File: config.mk
export PLATFORM = sky130hd
export DESIGN_NAME = stream_mux_nx1_flat
export DESIGN_NICKNAME = d
export VERILOG_FILES = /design/src/rtl/stream_mux_nx1_if.sv /design/src/rtl/stream_mux_nx1.sv /design/src/flat_wrapper.sv
export SDC_FILE = /design/constraint.sdc
export NUM_CORES = 1
export LEC_CHECK = 0
export ABC_AREA = 1
export CORE_UTILIZATION = 35
export CTS_BUF_LIST = sky130_fd_sc_hd__clkbuf_4
export CTS_CLUSTER_SIZE = 30
export DETAILED_ROUTE_END_ITERATION = 8
export GPL_ROUTABILITY_DRIVEN = 0
export MAX_ROUTING_LAYER = met4
export PLACE_DENSITY = 0.87
export SLEW_MARGIN = 20
export SYNTH_ARGS = -nofsm -noshare
export SYNTH_HDL_FRONTEND = slang
export SYNTH_SLANG_ARGS = --single-unit
File: constraint.sdc
create_clock -name clk -period 2.5 [get_ports clk]
set_clock_uncertainty 0.2 [all_clocks]
set_input_delay 0.5 -clock clk [delete_from_list [all_inputs] [get_ports clk]]
set_output_delay 0.5 -clock clk [all_outputs]
set_load 0.005 [all_outputs]
File: src/rtl/stream_mux_nx1_if.sv
// Handshake bundle for stream_mux_nx1: CH input lanes, one registered output lane.
// The master drives the inputs and out_ready. The slave (the mux) drives in_ready and the output lane.
interface stream_mux_nx1_if #(
  parameter int W  = 32,
  parameter int CH = 4
);
  localparam int SELW = (CH > 1) ? $clog2(CH) : 1;

  logic              mode;
  logic [SELW-1:0]   sel;
  logic [CH-1:0]     in_valid;
  logic [CH-1:0]     in_last;
  logic [CH*W-1:0]   in_data;
  logic [CH-1:0]     in_ready;
  logic              out_valid;
  logic [W-1:0]      out_data;
  logic              out_last;
  logic [SELW-1:0]   out_ch;
  logic              out_ready;

  modport master (
    output mode, sel, in_valid, in_last, in_data, out_ready,
    input  in_ready, out_valid, out_data, out_last, out_ch
  );

  modport slave (
    input  mode, sel, in_valid, in_last, in_data, out_ready,
    output in_ready, out_valid, out_data, out_last, out_ch
  );
endinterface

File: src/rtl/stream_mux_nx1.sv
// Registered CH:1 stream mux (explicit select or round-robin) with burst locking on in_last.
// Latency is 1 cycle. A full output register that is not accepted holds its word and drives in_ready to 0.
module stream_mux_nx1 #(
  parameter int W  = 32,
  parameter int CH = 4
) (
  input logic             clk,
  input logic             rst,
  stream_mux_nx1_if.slave bus
);
  localparam int SELW = (CH > 1) ? $clog2(CH) : 1;

  logic            out_valid_q, out_valid_d;
  logic [W-1:0]    out_data_q,  out_data_d;
  logic            out_last_q,  out_last_d;
  logic [SELW-1:0] out_ch_q,    out_ch_d;
  logic            lock_q,      lock_d;
  logic [SELW-1:0] lock_ch_q,   lock_ch_d;
  logic [SELW-1:0] rr_ptr_q,    rr_ptr_d;

  logic            load;
  logic            grant_vld;
  logic [SELW-1:0] grant_ch;
  logic [CH-1:0]   in_ready;
  logic            xfer;
  logic            xfer_last;
  int              idx;

  assign load = !out_valid_q || bus.out_ready;

  // Round-robin scan runs backwards so the last hit is the first channel at or after rr_ptr.
  always_comb begin
    grant_vld = 1'b0;
    grant_ch  = '0;
    idx       = 0;
    if (lock_q) begin
      grant_vld = 1'b1;
      grant_ch  = lock_ch_q;
    end else if (!bus.mode) begin
      if (int'(bus.sel) < CH) begin
        grant_vld = 1'b1;
        grant_ch  = bus.sel;
      end
    end else begin
      for (int k = CH - 1; k >= 0; k--) begin
        idx = (int'(rr_ptr_q) + k) % CH;
        if (bus.in_valid[idx]) begin
          grant_vld = 1'b1;
          grant_ch  = SELW'(idx);
        end
      end
    end
  end

  always_comb begin
    in_ready = '0;
    for (int i = 0; i < CH; i++) begin
      in_ready[i] = !rst && load && grant_vld && (int'(grant_ch) == i);
    end
  end

  assign xfer      = |(in_ready & bus.in_valid);
  assign xfer_last = bus.in_last[grant_ch];

  always_comb begin
    out_valid_d = out_valid_q;
    out_data_d  = out_data_q;
    out_last_d  = out_last_q;
    out_ch_d    = out_ch_q;
    lock_d      = lock_q;
    lock_ch_d   = lock_ch_q;
    rr_ptr_d    = rr_ptr_q;
    if (load) begin
      out_valid_d = xfer;
    end
    if (xfer) begin
      out_data_d = bus.in_data[grant_ch*W +: W];
      out_last_d = xfer_last;
      out_ch_d   = grant_ch;
      lock_d     = !xfer_last;
      lock_ch_d  = grant_ch;
      if (bus.mode && xfer_last) begin
        rr_ptr_d = (int'(grant_ch) == CH - 1) ? '0 : grant_ch + 1'b1;
      end
    end
  end

  always_ff @(posedge clk or posedge rst) begin
    if (rst) begin
      out_valid_q <= 1'b0;
      out_data_q  <= '0;
      out_last_q  <= 1'b0;
      out_ch_q    <= '0;
      lock_q      <= 1'b0;
      lock_ch_q   <= '0;
      rr_ptr_q    <= '0;
    end else begin
      out_valid_q <= out_valid_d;
      out_data_q  <= out_data_d;
      out_last_q  <= out_last_d;
      out_ch_q    <= out_ch_d;
      lock_q      <= lock_d;
      lock_ch_q   <= lock_ch_d;
      rr_ptr_q    <= rr_ptr_d;
    end
  end

  assign bus.in_ready  = in_ready;
  assign bus.out_valid = out_valid_q;
  assign bus.out_data  = out_data_q;
  assign bus.out_last  = out_last_q;
  assign bus.out_ch    = out_ch_q;
endmodule

File: src/flat_wrapper.sv
// flat-port wrapper written by rule: the top's interface ports become plain ports
module stream_mux_nx1_flat 
#(
  parameter int W  = 32,
  parameter int CH = 4
)
  (clk, rst, bus_mode, bus_sel, bus_in_valid, bus_in_last, bus_in_data, bus_out_ready, bus_in_ready, bus_out_valid, bus_out_data, bus_out_last, bus_out_ch);
  stream_mux_nx1_if #(.W(W), .CH(CH)) bus_i ();
  input logic clk;
  input logic rst;
  input wire logic [$bits(bus_i.mode)-1:0] bus_mode;
  input wire logic [$bits(bus_i.sel)-1:0] bus_sel;
  input wire logic [$bits(bus_i.in_valid)-1:0] bus_in_valid;
  input wire logic [$bits(bus_i.in_last)-1:0] bus_in_last;
  input wire logic [$bits(bus_i.in_data)-1:0] bus_in_data;
  input wire logic [$bits(bus_i.out_ready)-1:0] bus_out_ready;
  output wire logic [$bits(bus_i.in_ready)-1:0] bus_in_ready;
  output wire logic [$bits(bus_i.out_valid)-1:0] bus_out_valid;
  output wire logic [$bits(bus_i.out_data)-1:0] bus_out_data;
  output wire logic [$bits(bus_i.out_last)-1:0] bus_out_last;
  output wire logic [$bits(bus_i.out_ch)-1:0] bus_out_ch;
  assign bus_i.mode = bus_mode;
  assign bus_i.sel = bus_sel;
  assign bus_i.in_valid = bus_in_valid;
  assign bus_i.in_last = bus_in_last;
  assign bus_i.in_data = bus_in_data;
  assign bus_i.out_ready = bus_out_ready;
  assign bus_in_ready = bus_i.in_ready;
  assign bus_out_valid = bus_i.out_valid;
  assign bus_out_data = bus_i.out_data;
  assign bus_out_last = bus_i.out_last;
  assign bus_out_ch = bus_i.out_ch;
  stream_mux_nx1 #(.W(W), .CH(CH)) u_core (.clk(clk), .rst(rst), .bus(bus_i));
endmodule
# Yosys cells after proc, flatten, opt, wreduce, memory -nomap -nowiden
# Index checks and enable logic that the tools add are counted.
[classes]
add_sub_neg = 4
n_lt_le_gt_ge = 5
n_eq_ne = 3
shifts = 1
mux = 26
n_bitwise = 4
reduce_logical = 17
[ops]
columns = ["op", "n"]
rows = [
  ["$shiftx A128 B8 Y32", 1],
  ["$mux W1", 14],
  ["$mux W2", 7],
  ["$lt A3 B4 Y1 const B", 3],
  ["$bmux W1 S2", 5],
  ["$logic_and A1 B1 Y1", 7],
  ["$lt A2 B3 Y1 const B", 2],
  ["$reduce_or A2 Y1", 3],
  ["$add A2 B1 Y2 const B", 2],
  ["$add A2 B2 Y2 const B", 2],
  ["$and A4 B4 Y4", 1],
  ["$eq A2 B2 Y1 const B", 2],
  ["$reduce_or A4 Y1", 1],
  ["$and A1 B1 Y1 const A", 3],
  ["$logic_not A1 Y1", 3],
  ["$eq A2 B1 Y1 const B", 1],
  ["$logic_not A2 Y1", 1],
  ["$reduce_and A2 Y1", 1],
  ["$logic_or A1 B1 Y1", 1],
]
[word_totals]
regBits = 39
word_cells = 66

# Logic depth before layout (Yosys ltp)
# Gate-level depths: netlist of run 1.
[depth]
depth_word = 17
ltp_mapped = 24

# Worst setup path after synthesis of run 1
# Ideal clock, no wire load.
[synth_path]
path_type = "in2reg"
startpoint = "in bus_in_valid[1]"
endpoint = "reg u_core.out_data_q[20], in the netlist u_core.bus.out_data[20]"
setup_ns = 0.116
arrival_ns = 2.484
setup_slack_ns = -0.300
cell_stages = 23
n_path_buf = 4
path_cell_list = "inv_1 nand2_1 nand3_1 nand2_1 nand3_1 nand2_1 nand2_1 nand3_2 nand2_4 nand2_4 buf_2 buf_2 ha_1 inv_1 nor2_1 nand2_1 inv_1 nor2_1 nand2_4 buf_6 buf_6 nand2_1 nand2_1"
[synth_via]
elab_chain_cells = 13
elab_cells_between_ends = 35
cone_classes = "eq/ne (3); shift (1); mux (23); bitwise (1); reduce/logical (7)"
[synth_rtl]
columns = ["item", "line", "source"]
rows = [
  ["from (decl)", "flat_wrapper.sv:13", "input wire logic [$bits(bus_i.in_valid)-1:0] bus_in_valid;"],
  ["$bmux W1 S2", "stream_mux_nx1.sv:47", "if (bus.in_valid[idx]) begin"],
  ["$mux W1 (not written as such) (2 in series)", "stream_mux_nx1.sv:47", ""],
  ["$mux W2 / $mux W1 (equally long branches) (4 in series)", "stream_mux_nx1.sv:47", ""],
  ["$mux W2 / $mux W1 (equally long branches)", "stream_mux_nx1.sv:39", "end else if (!bus.mode) begin"],
  ["$mux W2 / $mux W1 (equally long branches)", "stream_mux_nx1.sv:36", "if (lock_q) begin"],
  ["$eq A2 B1 Y1 / $logic_and A1 B1 Y1 (equally long branches)", "stream_mux_nx1.sv:58", "in_ready[i] = !rst && load && grant_vld && (int'(grant_ch) == i);"],
  ["$logic_and A1 B1 Y1 (*)", "stream_mux_nx1.sv:58", ""],
  ["via bus_in_ready[3]", "flat_wrapper.sv:17", "output wire logic [$bits(bus_i.in_ready)-1:0] bus_in_ready;"],
  ["$and A4 B4 Y4 (*)", "stream_mux_nx1.sv:62", "assign xfer = |(in_ready & bus.in_valid);"],
  ["$reduce_or A4 Y1 (*)", "stream_mux_nx1.sv:62", ""],
  ["to (signal assigned)", "stream_mux_nx1.sv:99", "out_data_q <= out_data_d;"],
  ["to (decl)", "stream_mux_nx1.sv:14", "logic [W-1:0] out_data_q, out_data_d;"],
]
# Mark *: on every way through the listed nets, which the timed path passes. The rest lies on a longest branch. The select of a mux whose other input is x is not followed.
# A chain may end at the register's enable or synchronous reset.

# Final worst setup path of run 1
[layout_path]
startpoint = "reg u_core.rr_ptr_q[0]"
endpoint = "out bus_in_ready[3]"
[layout_via]
elab_chain_cells = 12
elab_cells_between_ends = 29
cone_classes = "add/sub (3); eq/ne (1); mux (23); reduce/logical (2)"
[layout_rtl]
columns = ["item", "line", "source"]
rows = [
  ["from (decl)", "stream_mux_nx1.sv:19", "logic [SELW-1:0] rr_ptr_q, rr_ptr_d;"],
  ["from (signal assigned)", "stream_mux_nx1.sv:104", "rr_ptr_q <= rr_ptr_d;"],
  ["$add A2 B2 Y2", "stream_mux_nx1.sv:46", "idx = (int'(rr_ptr_q) + k) % CH;"],
  ["$bmux W1 S2", "stream_mux_nx1.sv:47", ""],
  ["$mux W1 (not written as such) (2 in series)", "stream_mux_nx1.sv:47", ""],
  ["$mux W2 / $mux W1 (equally long branches) (4 in series)", "stream_mux_nx1.sv:47", ""],
  ["$mux W2 / $mux W1 (equally long branches)", "stream_mux_nx1.sv:39", ""],
  ["$mux W2 / $mux W1 (equally long branches)", "stream_mux_nx1.sv:36", ""],
  ["$eq A2 B1 Y1 / $logic_and A1 B1 Y1 (equally long branches)", "stream_mux_nx1.sv:58", ""],
  ["$logic_and A1 B1 Y1 (*)", "stream_mux_nx1.sv:58", ""],
  ["to (decl)", "flat_wrapper.sv:17", ""],
]
# Mark *: on every way between the ends. The rest lies on a longest branch, timed or not. The select of a mux whose other input is x is not followed.

==> results of run 1 <==
## power by group through the flow
stage | combinational, uW | sequential [uW] | clock (uW)
CTS | 4770 | 1140 | 446
global route | 5440 | 1180 | 471
global placement | 4150 | 1130 | 0
finish | 4920 | 1140 | 435
detailed placement | 4280 | 1140 | 0
floorplan | 2660 | 1130 | 0
## logic make-up (layout without fill, tap and decap cells)
logic type | Yosys count | count (layout) | synth area share
AND/OR/NAND/NOR | 329 | 329 | 0.4422
buffers and inverters | 56 | 262 | 0.09870
flip-flops | 39 | 39 | 0.3276
adder cells (fa/ha/maj) | 1 | 1 | 0.004199
AO/OA/AOI/OAI | 75 | 75 | 0.1273
## critical path, stage by stage (launching register included)
cell and delay, ns:
dfrtp_2 0.57, buf_4 0.19, nand2_2 0.09, nand3_2 0.09, nand2_1 0.07, nor2_1 0.13, nand3_2 0.10, nand3_2 0.10
nand2_4 0.06, nand2_4 0.10, ha_4 0.15, inv_2 0.03, nor2_2 0.10, buf_2 0.13
## area by class of cell
cell class                 instances  area [sq um]  area share
tap                              105         131.4     0.02378
sequential                        39         977.2      0.1769
multi-input combinational        405          1883      0.3409
inverter                          28         123.9     0.02242
timing repair buffer             226          2327      0.4213
clock inverter                     3         43.79    0.007928
clock buffer                       5         37.54    0.006795
## registers in the layout, indices dropped and copies added (netlist names)
| name | count |
|---|---|
| u_core.bus.out_valid | 1 |
| u_core.lock_q | 1 |
| u_core.rr_ptr_q | 2 |
| u_core.bus.out_last | 1 |
| u_core.bus.out_ch | 2 |
| u_core.bus.out_data | 32 |
## placed cells by master, fill, tap and decap left out, types with 2 or more instances in the layout
master and instances:
nand3_2 7, dlygate4sd2_1 4, nand3_4 3, nand2_4 6, buf_2 3, buf_4 23, nand2_2 15, clkdlybuf4s50_1 173
clkbuf_4 5, nand2_8 2, buf_12 6, nor2_1 126, nor2_4 2, nand4_1 4, nand2_1 157, nand3b_1 2
o21ai_0 37, inv_8 2, inv_1 17, dfrtp_1 38, nand3_1 4, buf_6 12, bufbuf_16 2, inv_2 8
o21ai_1 35
## layer usage
metal	GRT usage	vias up	routed length, um
met2	0.4764	163	6165
met4	0.08846	0	284
li1	-	1983	-
met3	0.03883	28	623
met1	0.3030	1861	4552
met5	-	-	0
## final timing paths
kind,start,end,slack (ns),cells past startpoint
worst min register to register,u_core.bus.out_data[13]$_DFFE_PP0P_,u_core.bus.out_data[13]$_DFFE_PP0P_,0.29,2
min in group asynchronous,rst,u_core.bus.out_data[20]$_DFFE_PP0P_,0.49,3
max in group asynchronous,rst,u_core.rr_ptr_q[0]$_DFFE_PP0P_,1.24,3
worst min-delay path,u_core.bus.out_data[13]$_DFFE_PP0P_,u_core.bus.out_data[13]$_DFFE_PP0P_,0.29,2
worst max register to register,u_core.rr_ptr_q[0]$_DFFE_PP0P_,u_core.bus.out_data[21]$_DFFE_PP0P_,-0.47,22
worst max-delay path,u_core.rr_ptr_q[0]$_DFFE_PP0P_,bus_in_ready[3],-0.48,13
## stage by stage
stage,setup WS (ns),area (sq um),hold WS (ns)
6_report,-0.4764,5524,0.2934
3_5_place_dp,-0.7381,5110,0.2637
5_1_grt,-0.5398,5524,0.3282
3_3_place_gp,-0.6922,5110,0.2571
2_1_floorplan,-0.1127,3068,0.2650
4_1_cts,-0.2643,5458,0.2966
## what timing repair did
| action | 4_1_cts | 5_1_grt |
|---|---|---|
| pin swaps | 20 | 2 |
| setup buffers | 9 | 2 |
| gates cloned | 3 | 0 |
| setup endpoints to repair | 43 | 43 |
| resized for setup | 56 | 11 |
==> results.cfg, run 1 <==
[floorplanning]
io_pins = 182
placement_rows = 33
die-area_sq_um = 8885
core_area_sq_um = 8217
fp.dieH_um = 94.26
initial_utilization = 0.3626
die_w_um = 94.26

[synthesis]
synth_common_cells = nand2_1 (172), nor2_1 (128), dfrtp_1 (39), o21ai_0 (39), o21ai_1 (33)
async_flop_share = 1.000
ys_seq_area_frac = 0.3276
ys_warn_count = 0
synth.avg_cell_area_sq_um = 5.958
synth.area.top_cells = dfrtp_1 (33%), nand2_1 (22%), nor2_1 (16%)
yosysMostFrequentCell = nand2_1
ys_ff_latch = 39
synth_top_area_share = 0.3276
synth_fp_nets = 643
synth_edf_count = 0
synth.distinct_cells = 24
synth_cells = 500
synth_area_sq_um = 2979
yosysTopAreaCell = dfrtp_1
synth-main-ff-cell = dfrtp_1

[pwr]
p_int_uw = 3521
p_leak_uw = 0.002654
peakVddDrop_mv = 0.4548
power.density_nw_per_um2 = 1176
p_sw_uw = 2974
clockPowerShare = 0.067
combPwrFrac = 0.757
swShare = 0.4579
seqPwrFrac = 0.176
power_uw = 6496

[grt]
grt_max_degree = 67
grt_overflow_total = 0
grt_pass1_vias = 3862
grt_usage = 0.2665
antenna_found_initial = 0
grt_pass1_wl_um = 17950

[route]
avgRoutedWirePerCell_um = 14.34
drc_errors = 0
wl_um = 11630
viasPerCell = 4.975
first_pass_iters = 4
ant_nets = 0
first_iter_violations = 196
route.vias.total = 4035

[run]
maxCapViolations = 0

[clock_tree]
clk_pin_slew_ns = 0.13
cts_buffers = 5
clockBufferDepth = 2
clock-sinks = 39
tritoncts = built
cts-htree-levels = 2
ctsHoldBuffers = 0
clk-insertion-delay-late_ns = 0.36
clock-root-buffer = clkbuf_4

[status]
status = finished with violations
violations = setup timing

[finish]
num_antenna_cells = 0
fin_cells = 811
num-nets-final = 848
layout-drive-gt1-share = 0.1516
fillerInstances = 675
area_growth_syn_to_layout_pct = 85.43
utilization = 0.6723

[timing]
setup_viol = 43
worst_pin_slew_ns = 0.5076
timing.final.ws_setup_ns = -0.4764
grt_setup_unrepaired = true
period_share = 1.191
fmax_ghz = 0.3360
period_minus_slack_ns = 2.976
timing.slew.headroom = 0.6616
finalHoldViolCount = 0
setup_tns_ns = -15.28
finalMaxSlewViolations = 0

[critical_path]
critical_path_class = register to output pin
cp.arrival_ns = 2.28
worstPathRequired_ns = 1.80
crit_fanout = 7
start_kind = register
crit_path_end_kind = output pin

[min_path]
hold_path_class = register to register

[placement]
dp.cells = 789
dp_hpwl_um = 8196
io_buffer_count = 181
Power figures use the tool's default switching activity.
==> inputs of run 2 (changes only) <==
--- a/config.mk
+++ b/config.mk
@@ -10,7 +10,6 @@
 export CTS_BUF_LIST = sky130_fd_sc_hd__clkbuf_4
 export CTS_CLUSTER_SIZE = 30
 export DETAILED_ROUTE_END_ITERATION = 8
-export GPL_ROUTABILITY_DRIVEN = 0
 export MAX_ROUTING_LAYER = met4
 export PLACE_DENSITY = 0.87
 export SLEW_MARGIN = 20
==> run 2 against run 1 <==
  * The flow still finishes with violations (setup timing)
  * Flip-flop and latch count did not move
  * Die area stayed put
  * Highest routed layer unchanged
  * Maximum frequency rose by 6.9%
  * Power up 5.6%
  * Largest power group unchanged
  * First-iteration DRC count down 5.1%
==> results.cfg, run 2 (synthesized netlist as in run 1, its figures left out) <==
[route]
ant_nets = 0
wl_um = 12560
route.vias.total = 4075
viasPerCell = 5.018
first_pass_iters = 5
drc_errors = 0
first_iter_violations = 186
avgRoutedWirePerCell_um = 15.47

[critical_path]
crit_start = u_core.rr_ptr_q[0]$_DFFE_PP0P_
crit_path_end_kind = output pin
cp.arrival_ns = 2.08
crit_fanout = 8
path_cells = inv_8 > nand2_4 > nand2_2 > nand3_2 > nand3_2 > nand2_1 > nand2_1 > nand3_2 > nand2_4 > nand2_4 > ha_4 > inv_2 > nor2_2 > buf_2
start_kind = register
cp_top_family = simple AND/OR/NAND/NOR gates
regToRegStartpoint = u_core.rr_ptr_q[0]$_DFFE_PP0P_
critPathSlowestCell = dfrtp_4
cpPeakStageDelay_ns = 0.59
path_buf_inv = 3
worstPathRequired_ns = 1.80
critical_path_class = register to output pin

[timing]
grt_setup_unrepaired = true
finalHoldViolCount = 0
period_minus_slack_ns = 2.784
worst_pin_slew_ns = 0.5098
setup_viol = 43
timing.final.ws_setup_ns = -0.2839
hold_ws_ns = 0.2955
period_share = 1.114
timing.slew.headroom = 0.6602
finalMaxSlewViolations = 0
fmax_ghz = 0.3592

[min_path]
hold_path_class = register to register
min_from = u_core.bus.out_data[13]$_DFFE_PP0P_

[pwr]
power_uw = 6860
p_leak_uw = 0.002712
peakVddDrop_mv = 0.5561
power.density_nw_per_um2 = 1208

[run]
maxCapViolations = 0

[clock_tree]
clock-sinks = 39
clk_pin_slew_ns = 0.12
clk-insertion-delay-late_ns = 0.35
tritoncts = built
clock-root-buffer = clkbuf_4
clockBufferDepth = 2
cts-htree-levels = 2
cts_buffers = 5

[placement]
io_buffer_count = 181
dp_hpwl_um = 8111
routabilityCongestion = 0.8121

[floorplanning]
core_area_sq_um = 8217
fp.dieH_um = 94.26
die-area_sq_um = 8885
die_w_um = 94.26
placement_rows = 33
io_pins = 182
initial_utilization = 0.3626

[finish]
num-nets-final = 851
mostFrequentLayoutCells = clkdlybuf4s50_1 (173), nand2_1 (152), nor2_1 (122), dfrtp_1 (38), o21ai_0 (37)
area_growth_syn_to_layout_pct = 90.59
layout-drive-gt1-share = 0.1683
num_antenna_cells = 0
largest_reg_flops = 32
fillerInstances = 664
final_common_cell = clkdlybuf4s50_1

[grt]
antenna_found_initial = 0
grt_pass1_wl_um = 17620
grt_pass1_vias = 3828
grt_overflow_total = 0
grt_max_degree = 67
grt_usage = 0.2593

[status]
violations = setup timing
status = finished with violations
## run 2: cell count changes in the layout (fill, tap and decap cells not counted), moves of 2 or more
cell,delta
clkbuf_16,+9
nand2_4,+8
buf_6,-5
nand2_1,-5
nor2_1,-4
nor2_2,+4
buf_12,+3
nand3_2,+3
buf_4,-2
bufbuf_16,-2
inv_2,-2
nand3_1,-2
## run 2: worst reg2reg max path, delay by kind of cell (launching register included)
| kind | cells | cell delay, ns |
|---|---|---|
| simple gates | 14 | 1.11 |
| buf+inv | 7 | 0.72 |
| flops | 1 | 0.59 |
## run 2: area by class of cell
cell class              count  area, sq um  share of cell area
clock buffers               5        37.54            0.006611
multi-input cells         406         1947              0.3429
well taps                 105        131.4             0.02314
clock inverters             1        7.507            0.001322
repair buffers            228         2444              0.4304
flip-flops and latches     39        979.7              0.1725
inverters                  28        131.4             0.02314
## run 2: repair_timing
item	CTS	global route
cloned	0	11
hold buffers	0	0
resized for setup	49	41
setup buffers	5	4
setup endpoints to repair	43	43
pin swaps	15	8
## run 2: metrics by stage
step / util / TNS (ns) / std cells / area (sq um) / setup slack, ns
after floorplan: - / -2.584 / 500 / 3068 / -0.1127
after global placement: 0.6192 / -22.14 / 786 / 5087 / -0.7149
after detailed placement: 0.6192 / -25.37 / 786 / 5087 / -0.7730
after CTS: 0.6390 / -0.6100 / 797 / 5250 / -0.2019
after global routing: 0.6910 / -12.88 / 812 / 5678 / -0.4176
final: 0.6910 / -7.066 / 812 / 5678 / -0.2839
## run 2: path summary, 6_finish.rpt
check | end | depth (start not counted) | slack, ns
setup / recovery | bus_in_ready[3] | 14 | -0.28
hold / removal | u_core.bus.out_data[13]$_DFFE_PP0P_ | 2 | 0.30
setup reg to reg | u_core.bus.out_data[27]$_DFFE_PP0P_ | 21 | -0.19
hold reg to reg | u_core.bus.out_data[13]$_DFFE_PP0P_ | 2 | 0.30
max in group asynchronous | u_core.rr_ptr_q[0]$_DFFE_PP0P_ | 3 | 1.19
min in group asynchronous | u_core.bus.out_data[4]$_DFFE_PP0P_ | 3 | 0.50
## run 2: power by group
part	internal [uW]	total [uW]	switching [uW]
Sequential	947	1180	228
Clock	99.2	312	212
Combinational	2610	5370	2760
Total	3660	6860	3200
## run 2: metal layers
| layer | global-route usage | part of all wire | up-vias |
|---|---|---|---|
| met1 | 0.3011 | 0.41 | 1909 |
| met4 | 0.08590 | 0.016 | 0 |
| met2 | 0.4523 | 0.52 | 167 |
| met5 | - | 0 | - |
| met3 | 0.04288 | 0.060 | 19 |
| li1 | - | - | 1980 |
